[config.mk]
export PLATFORM = sky130hd
export DESIGN_NAME = mux_scan_ctrl_flat
export DESIGN_NICKNAME = d
export VERILOG_FILES = /design/src/rtl/mux_scan_pkg.sv /design/src/rtl/mux_scan_ctrl_if.sv /design/src/rtl/mux_scan_fsm.sv /design/src/rtl/mux_scan_ctrl.sv /design/src/flat_wrapper.sv
export SDC_FILE = /design/constraint.sdc
export NUM_CORES = 1
export LEC_CHECK = 0
export ABC_CLOCK_PERIOD_IN_PS = 1700
export CAP_MARGIN = 20
export CORE_ASPECT_RATIO = 1.5
export CORE_MARGIN = 10
export CORE_UTILIZATION = 47
export CTS_BUF_LIST = sky130_fd_sc_hd__clkbuf_4 sky130_fd_sc_hd__clkbuf_8 sky130_fd_sc_hd__clkbuf_16
export DETAILED_ROUTE_END_ITERATION = 12
export HOLD_SLACK_MARGIN = 0.05
export PLACE_DENSITY = 0.79
export REMOVE_ABC_BUFFERS = 1
export SLEW_MARGIN = 15
export SYNTH_ARGS = -nofsm -noshare
export SYNTH_HDL_FRONTEND = slang
export SYNTH_SLANG_ARGS = --single-unit
[constraint.sdc]
create_clock -name clk -period 1.7 [get_ports clk]
set_input_delay 0.34 -clock clk [delete_from_list [all_inputs] [get_ports clk]]
set_output_delay 0.34 -clock clk [all_outputs]
set_load 0.01 [all_outputs]
[src/rtl/mux_scan_pkg.sv]
// Shared types and defaults for the 10x1 selector scan controller.
// Contents: default word width / select width and the controller state encoding.
package mux_scan_pkg;

  localparam int unsigned N_DEF  = 10;
  localparam int unsigned SW_DEF = 4;

  typedef enum logic [1:0] {
    ST_IDLE = 2'd0,
    ST_SCAN = 2'd1,
    ST_CHK  = 2'd2,
    ST_DONE = 2'd3
  } state_e;

endpackage : mux_scan_pkg

[src/rtl/mux_scan_ctrl_if.sv]
// Bus bundle between the scan controller, its word source/sink and the external mux.
// Signals: in_valid/in_ready/in_data (word in), out_valid/out_ready/out_data (word out),
//          mux_i/mux_s (driven to the mux), mux_y (mux output back to the controller).
// master: controller side.  slave: source/sink/mux side.
interface mux_scan_ctrl_if
  import mux_scan_pkg::*;
#(
  parameter int unsigned N  = N_DEF,
  parameter int unsigned SW = SW_DEF
) ();

  logic          in_valid;
  logic          in_ready;
  logic [N-1:0]  in_data;
  logic          out_valid;
  logic          out_ready;
  logic [N-1:0]  out_data;
  logic [N-1:0]  mux_i;
  logic [SW-1:0] mux_s;
  logic          mux_y;

  modport master (
    input  in_valid, in_data, out_ready, mux_y,
    output in_ready, out_valid, out_data, mux_i, mux_s
  );

  modport slave (
    output in_valid, in_data, out_ready, mux_y,
    input  in_ready, out_valid, out_data, mux_i, mux_s
  );

endinterface : mux_scan_ctrl_if

[src/rtl/mux_scan_fsm.sv]
// Control FSM and select counter for the scan controller.
// Ports: clk, rst_n (async, active-low); in_valid_i, out_ready_i (handshake inputs);
//        state_o (registered state), sel_o (registered mux select),
//        load_c_o (word accepted this cycle), capture_c_o (sample mux_y this cycle).
// Optional: MUX_SCAN_OOR_CHECK_EN adds the CHK sweep over selects N..2**SW-1.
module mux_scan_fsm
  import mux_scan_pkg::*;
#(
  parameter int unsigned N  = N_DEF,
  parameter int unsigned SW = SW_DEF
) (
  input  logic          clk,
  input  logic          rst_n,
  input  logic          in_valid_i,
  input  logic          out_ready_i,
  output state_e        state_o,
  output logic [SW-1:0] sel_o,
  output logic          load_c_o,
  output logic          capture_c_o
);

  localparam logic [SW-1:0] SEL_LAST = SW'(N - 1);
`ifdef MUX_SCAN_OOR_CHECK_EN
  localparam logic [SW-1:0] SEL_MAX  = {SW{1'b1}};
`endif

  state_e        state_q, state_d;
  logic [SW-1:0] sel_q, sel_d;

  // State and select registers
  always_ff @(posedge clk or negedge rst_n) begin
    if (!rst_n) begin
      state_q <= ST_IDLE;
      sel_q   <= '0;
    end else begin
      state_q <= state_d;
      sel_q   <= sel_d;
    end
  end

  // Next-state, select stepping and strobes
  always_comb begin
    state_d     = state_q;
    sel_d       = sel_q;
    load_c_o    = 1'b0;
    capture_c_o = 1'b0;
    case (state_q)
      ST_IDLE: begin
        sel_d = '0;
        if (in_valid_i) begin
          load_c_o = 1'b1;
          state_d  = ST_SCAN;
        end
      end
      ST_SCAN: begin
        capture_c_o = 1'b1;
        if (sel_q == SEL_LAST) begin
`ifdef MUX_SCAN_OOR_CHECK_EN
          state_d = ST_CHK;
          sel_d   = sel_q + SW'(1);
`else
          // Select holds at N-1 through DONE so it never leaves the legal range.
          state_d = ST_DONE;
`endif
        end else begin
          sel_d = sel_q + SW'(1);
        end
      end
      ST_CHK: begin
`ifdef MUX_SCAN_OOR_CHECK_EN
        if (sel_q == SEL_MAX) begin
          state_d = ST_DONE;
        end else begin
          sel_d = sel_q + SW'(1);
        end
`else
        // Unreachable without the range check; recover to idle.
        state_d = ST_IDLE;
        sel_d   = '0;
`endif
      end
      ST_DONE: begin
        if (out_ready_i) begin
          state_d = ST_IDLE;
          sel_d   = '0;
        end
      end
      default: begin
        state_d = ST_IDLE;
        sel_d   = '0;
      end
    endcase
  end

  assign state_o = state_q;
  assign sel_o   = sel_q;

endmodule : mux_scan_fsm

[src/rtl/mux_scan_ctrl.sv]
// Scan controller for the 10x1 selector stage: accepts a word, drives it onto the mux
// data bus, sweeps the select one step per clock, rebuilds the word from mux_y and
// hands it downstream.
// Ports: clk, rst_n (async, active-low); bus (mux_scan_ctrl_if.master: in/out
//        valid-ready word channels plus mux_i/mux_s/mux_y); busy (scan or check in
//        progress); oor_err (a select >= N read back 1 for the last word).
// Optional: MUX_SCAN_OOR_CHECK_EN enables the out-of-range sweep; otherwise oor_err=0.
module mux_scan_ctrl
  import mux_scan_pkg::*;
#(
  parameter int unsigned N  = N_DEF,
  parameter int unsigned SW = SW_DEF
) (
  input  logic             clk,
  input  logic             rst_n,
  mux_scan_ctrl_if.master  bus,
  output logic             busy,
  output logic             oor_err
);

  localparam logic [SW-1:0] SEL_LAST = SW'(N - 1);
`ifdef MUX_SCAN_OOR_CHECK_EN
  localparam logic [SW-1:0] SEL_MAX  = {SW{1'b1}};
`endif

  state_e        state;
  logic [SW-1:0] sel;
  logic          load_c;
  logic          capture_c;
  logic          done_entry_c;
  logic          out_hs_c;

  logic [N-1:0]  mux_i_q, mux_i_d;
  logic [N-1:0]  cap_q, cap_d;
  logic          out_valid_q, out_valid_d;
  logic          in_ready_q, in_ready_d;
  logic          busy_q, busy_d;
`ifdef MUX_SCAN_OOR_CHECK_EN
  logic          sticky_q, sticky_d;
  logic          oor_q, oor_d;
`endif

  mux_scan_fsm #(
    .N  (N),
    .SW (SW)
  ) u_fsm (
    .clk         (clk),
    .rst_n       (rst_n),
    .in_valid_i  (bus.in_valid),
    .out_ready_i (bus.out_ready),
    .state_o     (state),
    .sel_o       (sel),
    .load_c_o    (load_c),
    .capture_c_o (capture_c)
  );

  // The edge that moves the FSM into DONE: last scan step, or last check step.
`ifdef MUX_SCAN_OOR_CHECK_EN
  assign done_entry_c = (state == ST_CHK) && (sel == SEL_MAX);
`else
  assign done_entry_c = (state == ST_SCAN) && (sel == SEL_LAST);
`endif
  assign out_hs_c = out_valid_q & bus.out_ready;

  // Data, capture and handshake next-state
  always_comb begin
    mux_i_d     = mux_i_q;
    cap_d       = cap_q;
    out_valid_d = out_valid_q;
    in_ready_d  = in_ready_q;
    busy_d      = busy_q;
`ifdef MUX_SCAN_OOR_CHECK_EN
    sticky_d    = sticky_q;
    oor_d       = oor_q;
`endif
    if (load_c) begin
      mux_i_d    = bus.in_data;
      cap_d      = '0;
      in_ready_d = 1'b0;
      busy_d     = 1'b1;
`ifdef MUX_SCAN_OOR_CHECK_EN
      sticky_d   = 1'b0;
      oor_d      = 1'b0;
`endif
    end
    if (capture_c) begin
      for (int unsigned k = 0; k < N; k++) begin
        if (sel == SW'(k)) cap_d[k] = bus.mux_y;
      end
    end
`ifdef MUX_SCAN_OOR_CHECK_EN
    if (state == ST_CHK) sticky_d = sticky_q | bus.mux_y;
    // Fold in the final check sample, taken on the same edge that enters DONE.
    if (done_entry_c) oor_d = sticky_q | bus.mux_y;
`endif
    if (done_entry_c) begin
      busy_d      = 1'b0;
      out_valid_d = 1'b1;
    end
    if (out_hs_c) begin
      out_valid_d = 1'b0;
      in_ready_d  = 1'b1;
    end
  end

  // Data and handshake registers
  always_ff @(posedge clk or negedge rst_n) begin
    if (!rst_n) begin
      mux_i_q     <= '0;
      cap_q       <= '0;
      out_valid_q <= 1'b0;
      in_ready_q  <= 1'b1;
      busy_q      <= 1'b0;
`ifdef MUX_SCAN_OOR_CHECK_EN
      sticky_q    <= 1'b0;
      oor_q       <= 1'b0;
`endif
    end else begin
      mux_i_q     <= mux_i_d;
      cap_q       <= cap_d;
      out_valid_q <= out_valid_d;
      in_ready_q  <= in_ready_d;
      busy_q      <= busy_d;
`ifdef MUX_SCAN_OOR_CHECK_EN
      sticky_q    <= sticky_d;
      oor_q       <= oor_d;
`endif
    end
  end

  assign bus.in_ready  = in_ready_q;
  assign bus.out_valid = out_valid_q;
  assign bus.out_data  = cap_q;
  assign bus.mux_i     = mux_i_q;
  assign bus.mux_s     = sel;
  assign busy          = busy_q;
`ifdef MUX_SCAN_OOR_CHECK_EN
  assign oor_err       = oor_q;
`else
  assign oor_err       = 1'b0;
`endif

endmodule : mux_scan_ctrl

[src/flat_wrapper.sv]
// flat-port wrapper written by rule: the top's interface ports become plain ports
module mux_scan_ctrl_flat import mux_scan_pkg::*;
#(
  parameter int unsigned N  = N_DEF,
  parameter int unsigned SW = SW_DEF
)
  (clk, rst_n, busy, oor_err, bus_in_valid, bus_in_data, bus_out_ready, bus_mux_y, bus_in_ready, bus_out_valid, bus_out_data, bus_mux_i, bus_mux_s);
  mux_scan_ctrl_if #(.N(N), .SW(SW)) bus_i ();
  input  logic clk;
  input  logic rst_n;
  output logic busy;
  output logic oor_err;
  input wire logic [$bits(bus_i.in_valid)-1:0] bus_in_valid;
  input wire logic [$bits(bus_i.in_data)-1:0] bus_in_data;
  input wire logic [$bits(bus_i.out_ready)-1:0] bus_out_ready;
  input wire logic [$bits(bus_i.mux_y)-1:0] bus_mux_y;
  output wire logic [$bits(bus_i.in_ready)-1:0] bus_in_ready;
  output wire logic [$bits(bus_i.out_valid)-1:0] bus_out_valid;
  output wire logic [$bits(bus_i.out_data)-1:0] bus_out_data;
  output wire logic [$bits(bus_i.mux_i)-1:0] bus_mux_i;
  output wire logic [$bits(bus_i.mux_s)-1:0] bus_mux_s;
  assign bus_i.in_valid = bus_in_valid;
  assign bus_i.in_data = bus_in_data;
  assign bus_i.out_ready = bus_out_ready;
  assign bus_i.mux_y = bus_mux_y;
  assign bus_in_ready = bus_i.in_ready;
  assign bus_out_valid = bus_i.out_valid;
  assign bus_out_data = bus_i.out_data;
  assign bus_mux_i = bus_i.mux_i;
  assign bus_mux_s = bus_i.mux_s;
  mux_scan_ctrl #(.N(N), .SW(SW)) u_core (.clk(clk), .rst_n(rst_n), .bus(bus_i), .busy(busy), .oor_err(oor_err));
endmodule
Word level (Yosys, flattened, before mapping)
Index checks and enable logic that the tools add are counted.
Widths: inputs -> output; s select.
- word-level logic and storage cells: 62
- register bits after elaboration: 29
- $add $sub $neg: 1
- mux-type cells: 28
- bitwise gates (word level): 1
- equality and inequality tests: 16
- reduce and logical (&&, ||, !) cells: 9
- operator list (operator ; number):
    $mux 10 ; 2
    $mux 1 ; 19
    $eq 4x3->1 const B ; 4
    $pmux 4 s3 ; 1
    $eq 4x2->1 const B ; 2
    $eq 4x4->1 const B ; 2
    $mux 4 ; 2
    $ne 2x2->1 const B ; 4
    $pmux 2 s4 ; 1
    $mux 2 ; 3
    $reduce_bool 2->1 ; 3
    $add 4x1->4 const B ; 1
    $eq 2x2->1 const B ; 2
    $eq 4x1->1 const B ; 1
    $logic_not 4->1 ; 1
    $reduce_and 3->1 ; 1
    $eq 2x1->1 const B ; 1
    $logic_not 2->1 ; 1
    $reduce_and 2->1 ; 1
    $reduce_or 2->1 ; 1
    $and 1x1->1 ; 1
    $logic_and 1x1->1 ; 1

Longest topological paths before layout
Gate-level depths: netlist of run 1.
- depth after elaboration: 5
- depth in mapped cells: 5

Hierarchy
From an unflattened synthesis of run 1, not the netlist that was laid out.
- cell total of the unflattened synthesis: 117
- area, all modules: 1387.6 µm²
- modules (own cells, without submodules) (module ; area each (µm²) ; cells each ; seq. area each (µm²) ; times used):
    mux_scan_ctrl ; 1034.7 ; 80 ; 576.8 ; 1
    mux_scan_fsm ; 352.8 ; 37 ; 150.1 ; 1

Worst setup path after synthesis of run 1
No wires, ideal clock.
- kind: flip-flop to flip-flop
- from: register u_core.u_fsm.sel_q[1], in the netlist u_core.u_fsm.sel_o[1]
- to: register u_core.u_fsm.sel_q[2], in the netlist u_core.u_fsm.sel_o[2]
- required time: 1572 ps
- buffers on the path: 0
- setup slack: 231 ps
- arrival time: 1341 ps
- clock period less this slack: 1469 ps
- stages on the path, launching flop included: 6
- library setup time: 128 ps
- cell sequence: dfrtp_1 inv_1 ha_1 nand2_1 and3_1 o311a_2
- longest elaborated chain between the ends: 3
- elaborated cells on any way between the ends: 6
- RTL lines (what ; RTL line ; text):
    start, declared ; mux_scan_fsm.sv:28 ; logic [SW-1:0] sel_q, sel_d;
    start signal, assigned ; mux_scan_fsm.sv:37 ; sel_q <= sel_d;
    $add 4x1->4 / $eq 4x4->1 (equally long branches) ; mux_scan_fsm.sv:66, mux_scan_fsm.sv:57 ;
    $mux 4 / $ne 2x2->1 (equally long branches) ; - ;
    $pmux 4 s3 / $reduce_and 2->1 (equally long branches) ; - ;
Several ways; a longest one is shown, not always the timed one. The select of a mux whose other input is x is not followed.
A chain may end at the register's enable or synchronous reset.

Final worst setup path of run 1
- from: register u_core.u_fsm.sel_q[3], in the netlist u_core.u_fsm.sel_o[3]
- to: output bus_mux_s[3]
- RTL lines (what ; RTL line ; text):
    end, declared ; flat_wrapper.sv:21 ; output wire logic [$bits(bus_i.mux_s)-1:0] bus_mux_s;
No word-level cell between the ends.

==> results of run 1 <==
cells in the mapped netlist, drive strengths merged, types with 2 or more instances:
cell    number
dfrtp       28
mux2        20
nor2b       10
nand3        9
buf          6
inv          6
ha           5
nor2         5
o21ai        4
and2b        3
nand2        3
nand2b       2
nand3b       2
nor3b        2
o311a        2
o31ai        2
power breakdown:
part	internal, mW	switching, mW	total, mW
Clock	0.298	0.256	0.555
Combinational	1.25	0.895	2.15
Sequential	1.05	0.285	1.33
Total	2.60	1.44	4.04
metal layers:
layer  vias up  wire length [microns]  GRT usage, %
met5         -                      0             0
met4         0                     96          8.03
met3         7                    241          4.14
met2        33                   1850          23.2
met1       536                   1350          13.3
li1        515                      -             -
state kept, by name, indices dropped and copies added (netlist names):
signal	count
u_core.bus.in_ready	1
u_core.bus.mux_i	10
u_core.bus.out_data	10
u_core.bus.out_valid	1
u_core.busy	1
u_core.u_fsm.sel_o	4
u_core.u_fsm.state_o	2
logic make-up (layout without fill, tap and decap cells):
| logic type | after synthesis | in the layout | synth area share (%) |
|---|---|---|---|
| AND/OR/NAND/NOR | 40 | 40 | 16.9 |
| flip-flops | 29 | 29 | 48.3 |
| multiplexers | 21 | 21 | 17.6 |
| AO/OA/AOI/OAI | 13 | 13 | 6.73 |
| buffers and inverters | 13 | 61 | 6.15 |
| adder cells (fa/ha/maj) | 5 | 5 | 4.15 |
| other | 1 | 1 | 0.249 |
per-stage QoR:
stage | utilization [%] | std cells | cell area [sq um]
floorplan | - | 115 | 1440
global placement | 62.5 | 202 | 1950
detailed placement | 62.5 | 202 | 1950
CTS | 65.2 | 210 | 2040
global route | 65.3 | 210 | 2040
finish | 65.3 | 210 | 2040
how the worst max path moves through the flow:
stage / endpoint / slack [ps]
floorplan: u_core.bus.out_data[1]$_DFF_PN0_ / -30
finish: bus_mux_s[3] / 60
global placement: u_core.bus.mux_i[8]$_DFFE_PN0P_ / -20
global route: bus_mux_s[1] / 7
CTS: bus_mux_s[0] / 20
detailed placement: u_core.bus.mux_i[2]$_DFFE_PN0P_ / -80
final cells by class:
| type | instances | share of cell area (%) |
|---|---|---|
| clock buffers | 6 | 3.74 |
| inverters | 6 | 1.10 |
| multi-input cells | 80 | 33.6 |
| repair buffers | 47 | 22.8 |
| flip-flops and latches | 29 | 35.8 |
| well taps | 40 | 2.45 |
| clock inverters | 2 | 0.490 |
timing repair:
item,in CTS,in global routing
pin swaps,0,0
setup endpoints to repair,2,2
resized for setup,2,2
==> flow_metrics.env, run 1 <==
export IMPL_outcome="complete, no violations"
export IMPL_gr_usage_all_layers_pct=13.3
export IMPL_ys_types=36
export IMPL_netlist_area_leader_share_pct=46.5
export IMPL_ys_flop_type="dfrtp_1"
export IMPL_remaining_drc_errors=0
export IMPL_ys_warn_count=0
export IMPL_routed_wl_microns=3540
export IMPL_dp_hpwl_microns=2720
export IMPL_synth_edf_count=0
export IMPL_grt_max_degree=30
export IMPL_cts_sinks=29
export IMPL_fin_setup_tns_ps=0
export IMPL_synth_top_area_cell="dfrtp_1"
export IMPL_yosysSeqAreaShare_pct=48.3
export IMPL_ir_worst_vdd_v=0.00119
export IMPL_cp_depth=1
export IMPL_drt_iter0_markers=34
export IMPL_antenna_found_initial=0
export IMPL_syn_area_sq_um=1510
export IMPL_core_area_sq_um=3130
export IMPL_pin_count=43
export IMPL_cts_tree="done"
export IMPL_fill_cells=257
export IMPL_numCtsBuffers=5
export IMPL_synth_area_per_cell_sq_um=12.3
export IMPL_grt_ovfl_total=0
export IMPL_hold_buffers=0
export IMPL_critical_path_top_delay_family="buffers and inverters"
export IMPL_viasPerCell=5.20
export IMPL_synthArstFlopShare_pct=100
export IMPL_start_util_pct=48.2
export IMPL_power_leakage_nw=0.909
export IMPL_critPathLaunchType="flop"
export IMPL_antenna_cells=0
export IMPL_mostFrequentLayoutCells="clkdlybuf4s50_1 (40), dfrtp_1 (25), mux2_2 (12)"
export IMPL_r2r_setup_slack_ps=120
export IMPL_clk_pin_slew_worst_paths_ps=60
export IMPL_final_setup_viol_count=0
export IMPL_finalClockSkew_ps=2.43
export IMPL_die_x_microns=66.2
export IMPL_grt_pass1_wl_microns=5960
export IMPL_fin_crit_sh_pct=96.3
export IMPL_rr_worst_depth=5
export IMPL_synth_area_leaders="dfrtp_1 (47%), mux2_2 (9.0%), mux2_4 (8.0%)"
export IMPL_regArea_sq_um=731
export IMPL_firstDrtPassIters=4
export IMPL_max_freq_mhz=611
export IMPL_min_period_ps=1640
export IMPL_p_per_area_nw_per_um2=1980
export IMPL_r2r_start="u_core.u_fsm.sel_o[1]$_DFFE_PN0P_"
export IMPL_multi_input_area_sq_um=687
export IMPL_cp_arrival_ps=1300
export IMPL_dieArea_sq_um=5920
export IMPL_cap_violations=0
export IMPL_regToRegEndpoint="u_core.bus.out_data[9]$_DFF_PN0_"
export IMPL_worstSetupEndpointType="output pin"
export IMPL_layout_commonest_cell="clkdlybuf4s50_1"
export IMPL_required_ps=1360
export IMPL_cp_num_buf_inv=1
export IMPL_area_growth_syn_to_layout_pct=35.6
export IMPL_grt_pass1_vias=1191
export IMPL_crit_start="u_core.u_fsm.sel_o[3]$_DFFE_PN0P_"
export IMPL_clockBufferDepth=2
export IMPL_ys_ff_latch=29
export IMPL_die_h_microns=89.3
export IMPL_clkLatencyLatePin_ps=280
export IMPL_rows=25
export IMPL_worstPathCellList="clkdlybuf4s50_1"
export IMPL_cts_setup_buffers=0
export IMPL_layout_setup_ws_ps=62.8
export IMPL_finalNetCount=189
export IMPL_cp_slowest_cell="clkdlybuf4s50_1"
export IMPL_worstSetupPathType="flop to output pin"
export IMPL_layout_drive_gt1_share_pct=27.1
export IMPL_dpl_worst_slack_ps=-79.6
export IMPL_rsz0062_at_grt="false"
export IMPL_hp_class="primary input to asynchronous set/reset pin"
export IMPL_syn_inst=122
export IMPL_routabilityCongestion=0.847
export IMPL_clk_root_buffer_cell="clkbuf_8"
export IMPL_htree_levels=2
export IMPL_wl_per_cell_microns=16.9
export IMPL_maxSlewViolCount=0
export IMPL_cp_max_fo=9
export IMPL_antenna_left=0
export IMPL_max_stage_delay_ps=570
export IMPL_portBuffers=41
export IMPL_hold_worst_slack_ps=439
export IMPL_power_mw=4.04
export IMPL_vias=1091
export IMPL_finalHoldViolations=0
(Power assumes the default switching activity.)
==> inputs of run 2 (changes only) <==
- ABC_CLOCK_PERIOD_IN_PS: 1700 -> 1500
- CORE_UTILIZATION: 47 -> 42
- PLACE_DENSITY: 0.79 -> 0.75
- clock period: 1.7 -> 1.5 ns (I/O delays scaled with it)
==> run 2 against run 1 <==
  * Non-clock buffer count rose by 3
  * Clock power rose by 10%
  * Worst setup slack got worse by 24 ps
  * Global-route usage fell by 2.1 points
  * First-iteration DRC count rose by 100%
  * Critical endpoint is now bus_mux_i[8]
  * Highest routed layer unchanged
==> flow_metrics.env, run 2 (synthesized netlist as in run 1, its figures left out) <==
export IMPL_min_period_ps=1460
export IMPL_clk_root_buffer_cell="clkbuf_8"
export IMPL_grt_ovfl_total=0
export IMPL_required_ps=1200
export IMPL_dpl_worst_slack_ps=-199
export IMPL_pin_count=43
export IMPL_max_freq_mhz=685
export IMPL_hp_class="primary input to asynchronous set/reset pin"
export IMPL_cp_num_buf_inv=1
export IMPL_area_growth_syn_to_layout_pct=39.1
export IMPL_mostFrequentLayoutCells="clkdlybuf4s50_1 (26), dfrtp_1 (25), mux2_2 (12)"
export IMPL_cts_sinks=29
export IMPL_viasPerCell=5.05
export IMPL_die_x_microns=68.9
export IMPL_critical_path_top_delay_family="buffers and inverters"
export IMPL_final_util_pct=60.8
export IMPL_finalNetCount=192
export IMPL_finalClockSkew_ps=3.14
export IMPL_layout_commonest_cell="clkdlybuf4s50_1"
export IMPL_regToRegEndpoint="u_core.u_fsm.sel_o[2]$_DFFE_PN0P_"
export IMPL_r2r_start="u_core.u_fsm.sel_o[1]$_DFFE_PN0P_"
export IMPL_gr_usage_all_layers_pct=11.1
export IMPL_start_util_pct=43.7
export IMPL_worstSetupEndpointType="output pin"
export IMPL_cp_max_fo=2
export IMPL_cp_slowest_cell="clkdlybuf4s50_1"
export IMPL_grt_pass1_wl_microns=5570
export IMPL_cap_violations=0
export IMPL_htree_levels=2
export IMPL_grt_max_degree=30
export IMPL_maxSlewViolCount=0
export IMPL_layout_drive_gt1_share_pct=29.5
export IMPL_max_stage_delay_ps=540
export IMPL_power_mw=4.52
export IMPL_antenna_found_initial=0
export IMPL_cp_arrival_ps=1160
export IMPL_antenna_left=0
export IMPL_vias=1085
export IMPL_rr_worst_depth=4
export IMPL_power_leakage_nw=1.03
export IMPL_worstSetupPathType="flop to output pin"
export IMPL_layout_setup_ws_ps=39.2
export IMPL_fin_cells=215
export IMPL_worstPathCellList="clkdlybuf4s50_1"
export IMPL_final_setup_viol_count=0
export IMPL_routabilityCongestion=0.835
export IMPL_numCtsBuffers=5
export IMPL_hold_worst_slack_ps=391
export IMPL_r2r_setup_slack_ps=70
export IMPL_dp_hpwl_microns=2760
export IMPL_core_area_sq_um=3450
export IMPL_critPathLaunchType="flop"
export IMPL_antenna_cells=0
export IMPL_wl_per_cell_microns=16.4
export IMPL_remaining_drc_errors=0
export IMPL_fin_crit_sh_pct=97.4
export IMPL_place_inst=207
export IMPL_outcome="complete, no violations"
export IMPL_firstDrtPassIters=4
export IMPL_clk_pin_slew_worst_paths_ps=60
export IMPL_die_h_microns=93.4
export IMPL_routed_wl_microns=3530
export IMPL_rows=26
export IMPL_drt_iter0_markers=69
export IMPL_dieArea_sq_um=6430
export IMPL_cts_tree="done"
export IMPL_clkLatencyLatePin_ps=280
export IMPL_p_per_area_nw_per_um2=2160
export IMPL_portBuffers=41
export IMPL_finalHoldViolations=0
export IMPL_grt_pass1_vias=1165
export IMPL_ir_worst_vdd_v=0.00102
export IMPL_clockBufferDepth=2
## run 2: cell types whose count changed in the layout (fill, tap and decap cells not counted), sizes merged
| cell | change |
|---|---|
| buf | +3 |
| clkdlybuf4s50 | -14 |
| dlygate4sd2 | +6 |
| dlymetal6s2s | +8 |
## run 2: how the worst max path moves through the flow
stage | start | end | slack (ps) | cells after the start
final | u_core.bus.mux_i[8]$_DFFE_PN0P_ | bus_mux_i[8] | 40 | 1
after global routing | u_core.bus.mux_i[2]$_DFFE_PN0P_ | bus_mux_i[2] | -2 | 1
after CTS | u_core.bus.out_data[1]$_DFF_PN0_ | bus_out_data[1] | 4 | 1
after detailed placement | bus_in_valid | u_core.bus.mux_i[0]$_DFFE_PN0P_ | -200 | 4
after global placement | bus_in_valid | u_core.bus.mux_i[1]$_DFFE_PN0P_ | -170 | 4
after floorplan | u_core.u_fsm.state_o[1]$_DFFE_PN0P_ | u_core.bus.out_data[1]$_DFF_PN0_ | -230 | 3
## run 2: worst reg2reg max path, delay by kind of cell, from the launching register on
| kind | cells | cell delay [ps] |
|---|---|---|
| buffers and inverters | 1 | 160 |
| adders and majority gates | 1 | 230 |
| AOI/OAI and AO/OA | 1 | 360 |
| and+or+nand+nor | 1 | 190 |
| DFF | 1 | 380 |
## run 2: per-layer routing
| metal | global-route usage, % | vias up | routed length, microns |
|---|---|---|---|
| met2 | 19.3 | 46 | 1820 |
| li1 | - | 520 | - |
| met1 | 11.7 | 513 | 1320 |
| met5 | 0 | - | 0 |
| met4 | 3.47 | 0 | 44 |
| met3 | 4.42 | 6 | 352 |
## run 2: per-stage QoR
step	area, sq um	TNS (ps)
CTS	2070	0
global placement	1990	-3130
finish	2100	0
detailed placement	1990	-3500
floorplan	1440	-2370
global route	2100	-2.18
## run 2: report_power, final
group	internal (mW)	switching, mW	leakage, nW
sequential	1.19	0.282	0.348
clock	0.338	0.275	0.0484
combinational	1.39	1.05	0.636
## run 2: what timing repair did
item / in CTS / in global routing
hold buffers: 0 / 0
setup endpoints to repair: 7 / 10
resized for setup: 10 / 10
buffers inserted: 0 / 0
## run 2: final cells by class
class,instances,area (sq um)
clock buffer,6,76.3
inverter,6,22.5
fill,285,1350
clock inverter,2,10.0
sequential,29,731
timing repair buffer,50,514
multi-input combinational,80,689
tap,42,52.6
==> inputs of run 3 (changes only) <==
- SETUP_SLACK_MARGIN: unset -> 0.4
==> run 3 against run 2 <==
  * Critical endpoint is now u_core.bus.out_data[8]$_DFF_PN0_
  * Flip-flop and latch count unchanged
  * Global-route usage grew 3.3 points
  * Design area grew 31%
  * Via count is 26% higher
  * Highest routed layer unchanged
  * Largest cell class is now multi-input combinational cells
  * Total power up 46%
==> flow_metrics.env, run 3 (synthesized netlist as in run 1, its figures left out) <==
export IMPL_outcome="complete, no violations"
export IMPL_cp_arrival_ps=1570
export IMPL_required_ps=1660
export IMPL_mostFrequentLayoutCells="buf_6 (32), buf_4 (30), dfrtp_1 (24)"
export IMPL_htree_levels=2
export IMPL_drt_iter0_markers=52
export IMPL_max_freq_mhz=710
export IMPL_firstDrtPassIters=4
export IMPL_die_x_microns=68.9
export IMPL_area_growth_syn_to_layout_pct=82.7
export IMPL_dpl_worst_slack_ps=-199
export IMPL_portBuffers=41
export IMPL_clk_pin_slew_worst_paths_ps=60
export IMPL_dp_hpwl_microns=2760
export IMPL_vias=1365
export IMPL_fin_crit_sh_pct=93.8
export IMPL_critPathLaunchType="flop"
export IMPL_routabilityCongestion=0.835
export IMPL_viasPerCell=5.29
export IMPL_remaining_drc_errors=0
export IMPL_clkLatencyLatePin_ps=280
export IMPL_grt_max_degree=30
export IMPL_numCtsBuffers=5
export IMPL_antenna_cells=0
export IMPL_ir_worst_vdd_v=0.00156
export IMPL_die_h_microns=93.4
export IMPL_grt_ovfl_total=0
export IMPL_fin_cells=258
export IMPL_cp_max_fo=4
export IMPL_antenna_left=0
export IMPL_worstSetupEndpointType="flop"
export IMPL_rows=26
export IMPL_final_setup_viol_count=0
export IMPL_wl_per_cell_microns=21.3
export IMPL_layout_drive_gt1_share_pct=66.7
export IMPL_layout_commonest_cell="buf_6"
export IMPL_grt_pass1_wl_microns=7110
export IMPL_cts_tree="done"
export IMPL_core_area_sq_um=3450
export IMPL_clk_root_buffer_cell="clkbuf_8"
export IMPL_grt_pass1_vias=1357
export IMPL_finalNetCount=235
export IMPL_layout_setup_ws_ps=92.3
export IMPL_finalClockSkew_ps=3.79
export IMPL_fin_area_sq_um=2750
export IMPL_cts_sinks=29
export IMPL_worstSetupPathType="flop to flop"
export IMPL_placed_area_sq_um=1990
export IMPL_dieArea_sq_um=6430
export IMPL_p_per_area_nw_per_um2=2390
export IMPL_fill_cells=181
export IMPL_start_util_pct=43.7
export IMPL_power_leakage_nw=1.32
export IMPL_routed_wl_microns=5510
export IMPL_clockBufferDepth=2
export IMPL_min_period_ps=1410
export IMPL_hp_class="primary input to asynchronous set/reset pin"
export IMPL_antenna_found_initial=0
export IMPL_final_util_pct=79.8
export IMPL_finalHoldViolations=0
export IMPL_gr_usage_all_layers_pct=14.5
export IMPL_cap_violations=0
export IMPL_maxSlewViolCount=0
export IMPL_hold_worst_slack_ps=387
export IMPL_pin_count=43
export IMPL_rsz0062_at_grt="true"
export IMPL_place_inst=207
==> run 3: cell count changes in the layout (fill, tap and decap cells not counted), moves of 7 or more <==
cell,previous run,this run
buf_2,0,9
buf_4,7,30
buf_6,0,32
clkdlybuf4s50_1,26,13
dlymetal6s2s_1,8,0
mux2_2,12,0
mux2_4,8,20
nor2b_1,9,2
nor2b_4,1,9
==> run 3: timing repair <==
| item | 4_1_cts | 5_1_grt |
|---|---|---|
| gates cloned | 3 | 1 |
| endpoints found under the setup margin | 54 | 55 |
| gates resized for setup | 156 | 48 |
| hold buffers | 0 | 0 |
| pin swaps | 11 | 9 |
| setup buffers | 19 | 20 |
==> run 3: final timing paths <==
check,from,to,slack (ps),cells after the start
min in group clk,bus_in_valid,u_core.u_fsm.state_o[0]$_DFFE_PN0P_,480,3
max in group asynchronous,rst_n,u_core.bus.in_ready$_DFFE_PN1P_,880,2
worst min-delay path,rst_n,u_core.bus.mux_i[5]$_DFFE_PN0P_,390,2
worst max-delay path,u_core.u_fsm.sel_o[1]$_DFFE_PN0P_,u_core.bus.out_data[8]$_DFF_PN0_,90,5
worst max register to register,u_core.u_fsm.sel_o[1]$_DFFE_PN0P_,u_core.bus.out_data[8]$_DFF_PN0_,90,5
worst min register to register,u_core.bus.in_ready$_DFFE_PN1P_,u_core.bus.in_ready$_DFFE_PN1P_,510,2
==> run 3: critical path, stage by stage (launching register included) <==
cell     delay, ps
dfrtp_1        400
inv_2          130
buf_4          160
ha_4           140
nand4_1        140
mux2_4         330
==> run 3: cell type report <==
cell class | instances | area [sq um] | area share [%]
multi-input combinational | 81 | 945 | 34.3
timing repair buffer | 92 | 915 | 33.2
sequential | 29 | 732 | 26.6
clock buffer | 6 | 76.3 | 2.77
tap | 42 | 52.6 | 1.91
inverter | 6 | 22.5 | 0.818
clock inverter | 2 | 10.0 | 0.364
==> run 3: report_power, final <==
group          internal [mW]  switching, mW
Sequential              1.19          0.341
Combinational           2.64           1.78
Clock                  0.339          0.289
==> run 3: through the flow <==
step	setup TNS [ps]	power (mW)
floorplan	-2370	2.81
global placement	-3130	3.92
detailed placement	-3500	4.04
CTS	0	5.35
global route	0	6.91
finish	0	6.58
==> run 3: per-layer routing <==
metal | part of all wire (%) | vias to the layer above | track usage (%)
met2 | 56 | 58 | 26.8
met1 | 33 | 684 | 14.0
met4 | 2.4 | 0 | 4.29
li1 | - | 610 | -
met5 | 0 | - | 0
met3 | 7.8 | 13 | 5.26
